--- src/rtl/vga_timing_pkg.sv ---
// Shared types and default 640x480@60 timing for the VGA scanout path.
// Both axis counters and the frame sequencer import this package.
package vga_timing_pkg;

  localparam int CNT_W     = 10;
  localparam int MAX_TOTAL = 1 << CNT_W;

  localparam int DEF_CLK_DIV  = 2;
  localparam int DEF_H_SYNC   = 96;
  localparam int DEF_H_BP     = 48;
  localparam int DEF_H_ACTIVE = 640;
  localparam int DEF_H_FP     = 16;
  localparam int DEF_V_SYNC   = 2;
  localparam int DEF_V_BP     = 33;
  localparam int DEF_V_ACTIVE = 480;
  localparam int DEF_V_FP     = 10;

  localparam int DEF_H_TOTAL = DEF_H_SYNC + DEF_H_BP + DEF_H_ACTIVE + DEF_H_FP;
  localparam int DEF_V_TOTAL = DEF_V_SYNC + DEF_V_BP + DEF_V_ACTIVE + DEF_V_FP;

  typedef enum logic [1:0] {PH_SYNC, PH_BP, PH_ACTIVE, PH_FP} phase_e;
  typedef enum logic [1:0] {IDLE, RUN, DRAIN} ctrl_state_e;

  // Each axis is laid out SYNC, BP, ACTIVE, FP starting at count 0.
  function automatic phase_e phaseOf(input logic [CNT_W-1:0] cnt,
                                     input int sync, input int bp,
                                     input int active);
    int c;
    c = int'(cnt);
    if (c < sync)                    return PH_SYNC;
    else if (c < sync + bp)          return PH_BP;
    else if (c < sync + bp + active) return PH_ACTIVE;
    else                             return PH_FP;
  endfunction

endpackage

--- src/rtl/vga_timing_ctrl_axis.sv ---
// One scan axis (horizontal or vertical): a wrapping counter that also
// exposes the decode of its next value so the parent can register outputs.
module vga_axis_counter
  import vga_timing_pkg::*;
#(
  parameter int SYNC   = DEF_H_SYNC,
  parameter int BP     = DEF_H_BP,
  parameter int ACTIVE = DEF_H_ACTIVE,
  parameter int FP     = DEF_H_FP
)(
  input  logic             clk,
  input  logic             reset,
  input  logic             i_advance,
  input  logic             i_clear,
  output logic             o_wrap,
  output logic [CNT_W-1:0] o_cntNext,
  output phase_e           o_phaseNext,
  output logic [CNT_W-1:0] o_posNext
);

  localparam int               TOTAL = SYNC + BP + ACTIVE + FP;
  localparam logic [CNT_W-1:0] LAST  = CNT_W'(TOTAL - 1);
  localparam logic [CNT_W-1:0] OFFS  = CNT_W'(SYNC + BP);

  if (TOTAL > MAX_TOTAL || TOTAL < 1) begin : g_badTotal
    $error("vga_axis_counter: axis total %0d does not fit the counter", TOTAL);
  end

  logic [CNT_W-1:0] r_cnt;
  logic [CNT_W-1:0] w_cntNext;

  // Clear wins over advance so the sequencer can park the axis at zero.
  always_comb begin
    w_cntNext = r_cnt;
    if (i_clear)
      w_cntNext = '0;
    else if (i_advance)
      w_cntNext = (r_cnt == LAST) ? '0 : r_cnt + 1'b1;
  end

  always_ff @(posedge clk or posedge reset) begin
    if (reset)
      r_cnt <= '0;
    else
      r_cnt <= w_cntNext;
  end

  assign o_wrap      = (r_cnt == LAST);
  assign o_cntNext   = w_cntNext;
  assign o_phaseNext = phaseOf(w_cntNext, SYNC, BP, ACTIVE);
  assign o_posNext   = (o_phaseNext == PH_ACTIVE) ? w_cntNext - OFFS : '0;

endmodule

--- src/rtl/vga_timing_ctrl.sv ---
// Frame-level VGA timing sequencer: pixel-rate divider, two axis counters and
// an IDLE/RUN/DRAIN controller that only starts or stops on frame boundaries.
module vga_timing_ctrl
  import vga_timing_pkg::*;
#(
  parameter int   CLK_DIV     = DEF_CLK_DIV,
  parameter int   H_SYNC      = DEF_H_SYNC,
  parameter int   H_BP        = DEF_H_BP,
  parameter int   H_ACTIVE    = DEF_H_ACTIVE,
  parameter int   H_FP        = DEF_H_FP,
  parameter int   V_SYNC      = DEF_V_SYNC,
  parameter int   V_BP        = DEF_V_BP,
  parameter int   V_ACTIVE    = DEF_V_ACTIVE,
  parameter int   V_FP        = DEF_V_FP,
  parameter logic SYNC_ACTIVE = 1'b0
)(
  input  logic             clk,
  input  logic             reset,
  input  logic             i_enable,
  output logic             o_running,
  output logic             o_pixTick,
  output logic             o_hsync,
  output logic             o_vsync,
  output logic             o_de,
  output logic [CNT_W-1:0] o_x,
  output logic [CNT_W-1:0] o_y,
  output logic             o_lineStart,
  output logic             o_frameStart
);

  localparam int                DIV_W    = (CLK_DIV > 1) ? $clog2(CLK_DIV) : 1;
  localparam logic [DIV_W-1:0]  DIV_LAST = DIV_W'(CLK_DIV - 1);

  if (CLK_DIV < 1) begin : g_badDiv
    $error("vga_timing_ctrl: CLK_DIV must be at least 1");
  end

  logic [DIV_W-1:0] r_div;
  logic [DIV_W-1:0] w_divNext;
  logic             r_pixTick;

  ctrl_state_e      r_state;
  ctrl_state_e      w_stateNext;

  logic             w_hWrap, w_vWrap, w_frameWrap;
  logic             w_nextRun, w_hAdv, w_vAdv, w_clear;
  logic [CNT_W-1:0] w_hCntNext, w_vCntNext, w_hPosNext, w_vPosNext;
  phase_e           w_hPhNext, w_vPhNext;

  logic             w_deNext, w_vActNext, w_lineStartNext, w_frameStartNext;

  logic             r_running, r_hsync, r_vsync, r_de, r_lineStart, r_frameStart;
  logic [CNT_W-1:0] r_x, r_y;

  // The divider free-runs in every state; pix_tick is registered so it is
  // high for exactly the clk in which the divider sits at its last count.
  assign w_divNext = (r_div == DIV_LAST) ? '0 : r_div + 1'b1;

  always_ff @(posedge clk or posedge reset) begin
    if (reset) begin
      r_div     <= '0;
      r_pixTick <= 1'b0;
    end else begin
      r_div     <= w_divNext;
      r_pixTick <= (w_divNext == DIV_LAST);
    end
  end

  assign w_frameWrap = w_hWrap & w_vWrap;

  // A frame already begun is always finished: stopping is only decided on
  // the tick that would wrap the frame, using the enable level at that tick.
  always_comb begin
    w_stateNext = r_state;
    unique case (r_state)
      IDLE:  if (r_pixTick && i_enable) w_stateNext = RUN;
      RUN:   if (r_pixTick && w_frameWrap && !i_enable) w_stateNext = IDLE;
             else if (!i_enable)                         w_stateNext = DRAIN;
      DRAIN: if (r_pixTick && w_frameWrap && !i_enable) w_stateNext = IDLE;
             else if (i_enable)                          w_stateNext = RUN;
      default:                                           w_stateNext = IDLE;
    endcase
  end

  always_ff @(posedge clk or posedge reset) begin
    if (reset)
      r_state <= IDLE;
    else
      r_state <= w_stateNext;
  end

  assign w_nextRun = (w_stateNext != IDLE);
  assign w_clear   = !w_nextRun;
  assign w_hAdv    = r_pixTick && (r_state != IDLE);
  assign w_vAdv    = w_hAdv && w_hWrap;

  vga_axis_counter #(
    .SYNC   (H_SYNC),
    .BP     (H_BP),
    .ACTIVE (H_ACTIVE),
    .FP     (H_FP)
  ) u_hAxis (
    .clk         (clk),
    .reset       (reset),
    .i_advance   (w_hAdv),
    .i_clear     (w_clear),
    .o_wrap      (w_hWrap),
    .o_cntNext   (w_hCntNext),
    .o_phaseNext (w_hPhNext),
    .o_posNext   (w_hPosNext)
  );

  vga_axis_counter #(
    .SYNC   (V_SYNC),
    .BP     (V_BP),
    .ACTIVE (V_ACTIVE),
    .FP     (V_FP)
  ) u_vAxis (
    .clk         (clk),
    .reset       (reset),
    .i_advance   (w_vAdv),
    .i_clear     (w_clear),
    .o_wrap      (w_vWrap),
    .o_cntNext   (w_vCntNext),
    .o_phaseNext (w_vPhNext),
    .o_posNext   (w_vPosNext)
  );

  // Strobes only fire on a tick edge, so a parked zero count never repeats them.
  assign w_vActNext       = w_nextRun && (w_vPhNext == PH_ACTIVE);
  assign w_deNext         = w_vActNext && (w_hPhNext == PH_ACTIVE);
  assign w_lineStartNext  = r_pixTick && w_nextRun && (w_hCntNext == '0);
  assign w_frameStartNext = w_lineStartNext && (w_vCntNext == '0);

  always_ff @(posedge clk or posedge reset) begin
    if (reset) begin
      r_running    <= 1'b0;
      r_hsync      <= ~SYNC_ACTIVE;
      r_vsync      <= ~SYNC_ACTIVE;
      r_de         <= 1'b0;
      r_x          <= '0;
      r_y          <= '0;
      r_lineStart  <= 1'b0;
      r_frameStart <= 1'b0;
    end else begin
      r_running    <= w_nextRun;
      r_hsync      <= (w_nextRun && w_hPhNext == PH_SYNC) ? SYNC_ACTIVE : ~SYNC_ACTIVE;
      r_vsync      <= (w_nextRun && w_vPhNext == PH_SYNC) ? SYNC_ACTIVE : ~SYNC_ACTIVE;
      r_de         <= w_deNext;
      r_x          <= w_deNext ? w_hPosNext : '0;
      r_y          <= w_vActNext ? w_vPosNext : '0;
      r_lineStart  <= w_lineStartNext;
      r_frameStart <= w_frameStartNext;
    end
  end

  assign o_running    = r_running;
  assign o_pixTick    = r_pixTick;
  assign o_hsync      = r_hsync;
  assign o_vsync      = r_vsync;
  assign o_de         = r_de;
  assign o_x          = r_x;
  assign o_y          = r_y;
  assign o_lineStart  = r_lineStart;
  assign o_frameStart = r_frameStart;

endmodule
--- config.mk ---
export PLATFORM = sky130hd
export DESIGN_NAME = vga_timing_ctrl
export DESIGN_NICKNAME = d
export VERILOG_FILES = /design/src/rtl/vga_timing_pkg.sv /design/src/rtl/vga_timing_ctrl_axis.sv /design/src/rtl/vga_timing_ctrl.sv
export SDC_FILE = /design/constraint.sdc
export NUM_CORES = 1
export LEC_CHECK = 0
export BUFFER_PORTS_ARGS = -buffer_cell sky130_fd_sc_hd__buf_2
export CORE_ASPECT_RATIO = 0.9
export CORE_MARGIN = 8
export CORE_UTILIZATION = 55
export CTS_BUF_LIST = sky130_fd_sc_hd__clkbuf_4 sky130_fd_sc_hd__clkbuf_8
export DETAILED_ROUTE_END_ITERATION = 8
export GPL_TIMING_DRIVEN = 0
export PLACE_DENSITY_LB_ADDON = 0.08
export SYNTH_ARGS = -nofsm -noshare
export SYNTH_HDL_FRONTEND = slang
export SYNTH_SLANG_ARGS = --single-unit
--- constraint.sdc ---
create_clock -name clk -period 4 [get_ports clk]
set_input_delay 0.6 -clock clk [delete_from_list [all_inputs] [get_ports clk]]
set_output_delay 0.6 -clock clk [all_outputs]
set_load 0.01 [all_outputs]
==> metrics <==
status finished clean; post-synthesis sequential area ratio 42.8%; diode count 0; Synth cell types 60; r2r setup slk 0.22 ns; Logic pwr share under 10%; Async SR Flop Fraction 100%; Area Overhead vs Synth 13.5%; global-route wire length before repair 11600 um; Clk pwr share 33.1%; ANT nets after route 0; CTS resizes 2; critical path fanouts, max 10; DRC 0; DR vias/cell 5.75; Post-CTS Setup Inserts 0; Die Wd 92.2 um; r2r endpoint o_x[9]; P_leak between 1.5 and 2 nW; Hold Worst Slack around 0.22 ns; Setup CP Type reg2reg; latest clock arrival within the worst-skew pair 0.30 ns; Mapped Nets just over 300; Placed Cells incl. Taps approximately 400; input/output buffers 29; Switch Pwr approximately 0.00023 W; die area 7800 um2; synthesized instance count 299; wire length per cell approximately 17 um; Sw Ratio 25.8%; hold violation count in the final report 0; Max Freq 264 MHz; Slew Viols, Final 0; Synth Warn # 0; CTS Buffer Depth 2; unrepaired setup endpoints after global routing false; Worst Hold Class in2async; antenna violations before repair 0; Final Non-Filler Cells 404; Mapped Area 2870 um2; largest net degree at the start of global routing 40; worst setup path start u_hAxis.r_cnt[6]; syn avg cell area around 9.6 um2; most common cell after layout, fill and taps aside dfrtp_1; max cap viols 0; total CTS buffers 5; final critical-path setup slack 0.218 ns; CTS tree built; Pre-antenna DRT Iters 4; Synth Register Bits 49; Die Height 84.6 um; crit path launch type register; Design Area, Final roughly 3300 um2; placed cell areas 3120 um2; pre-CTS WS -0.0350 ns; DRT Wirelength roughly 6700 um; GRT Total Usage 18.2%; Tcrit/Tclk final 94.6%; Root Driver clkbuf_8; RR Startpoint u_hAxis.r_cnt[6]; Slew @ Worst Pin a little over 0.8 ns; pwr dens 275 nW/um2; HPWL after DPL 4840 um; most frequent cells in the layout dfrtp_1, nor2_1, buf_2, nand2_1, xnor2_1; Vias 2322; Site Rows 25; nets roughly 350; Register-to-Register Path Depth 13; Tmin final 3.78 ns; CP endpoint kind register; maximum vdd drop roughly 200 uV; Placer Congestion ~0.94; Layout Skew 0.00368 ns; CTS Sinks 49; Rel. slew slack 45.0%; share of cells above drive strength 1 23.1%; Post-synth EDFFs 0; hold_buf cts 0; Setup TNS 0 ns; core area 5160 um2; WP data required 4.19 ns; DRT iter0 DRCs 197; internal power 0.000665 W; initial core utilization 55.7%; Clock Pin Slew Worst Setup and Hold Paths approximately 0.09 ns; Arr. time, crit path 3.98 ns; crit path to o_x[9]; htree depth 2; most common flop cell mapped by yosys dfrtp_1; final setup fails 0; vias in the first global route 2286; io pins 30; sequential power share between 50% and 60%; Congestion Overflow GR 0
## how the worst min path moves through the flow
stage                             to  slack, ns        startpoint
finish              u_vAxis.r_cnt[2]       0.22             reset
global route        u_vAxis.r_cnt[2]       0.23             reset
CTS                           o_y[5]       0.22             reset
detailed placement  u_vAxis.r_cnt[2]       0.55             reset
global placement    u_hAxis.r_cnt[1]       0.59  u_hAxis.r_cnt[1]
floorplan           u_hAxis.r_cnt[1]       0.55  u_hAxis.r_cnt[1]
## logic make-up after synthesis
family / Yosys count / synth area share [%]
buf+inv: 31 / 4.62
compound gates: 58 / 16.1
xor+xnor: 26 / 7.93
fa+ha+maj: 6 / 2.61
flops: 49 / 42.8
simple gates: 126 / 24.9
mux: 3 / 1.09
## through the flow
stage	utilization, %	total power (W)
after CTS	62.5	0.000903
after global placement	60.1	0.000600
after floorplan	-	0.000577
after global routing	63.2	0.000939
after detailed placement	60.5	0.000604
final	63.2	0.000897
## cell type report
type                    count  area [um2]
well taps                  67        83.8
multi-input cells         219        1560
clock buffers               6        76.3
repair buffers             30         165
fillers                   459        1900
clock inverters             2        15.0
inverters                  18        70.1
flip-flops and latches     49        1230
plain buffers              13        65.1
## metal layers
layer | global-route usage [%] | part of all wire [%]
met5 | 0 | 0
met4 | 4.39 | 0.85
met3 | 4.46 | 6.9
met2 | 25.6 | 42
met1 | 26.9 | 51
## power by group through the flow
| stage | clock (W) | combinational [W] | sequential [W] |
|---|---|---|---|
| 2_1_floorplan | 0 | 0.0000527 | 0.000524 |
| 3_3_place_gp | 0 | 0.0000775 | 0.000523 |
| 3_5_place_dp | 0 | 0.0000808 | 0.000523 |
| 4_1_cts | 0.000307 | 0.0000822 | 0.000514 |
| 5_1_grt | 0.000329 | 0.0000947 | 0.000515 |
| 6_report | 0.000297 | 0.0000859 | 0.000514 |
## flip-flops by register name, indices dropped and copies added, names as in the netlist, 2 cells and up
signal         flops
o_x               10
o_y               10
r_state            2
u_hAxis.r_cnt     10
u_vAxis.r_cnt     10
## critical path: stages, from the launching register on
cell and delay [ns]:
dfrtp_1 0.48, or4b_1 0.49, buf_2 0.20, or4_4 0.60
o31ai_4 0.39, inv_4 0.15, nand2_1 0.14, inv_1 0.07
ha_1 0.32, a21oi_4 0.22, a311oi_4 0.14, o21ai_2 0.22
buf_6 0.20, nor2_2 0.06
## synth_stat cells, types with 9 or more instances
cell type  instances  area, um2
nor2_1            32        120
nand2_1           17       63.8
dfrtp_1           47       1180
clkbuf_1          10       37.5
inv_1             16       60.1
xnor2_1           16        140
nor3_1             9       45.0
o21ai_0           12       60.1
nor2_2            10       62.6
a21oi_1           10       50.1
xor2_1            10       87.6
(Power assumes the default switching activity.)
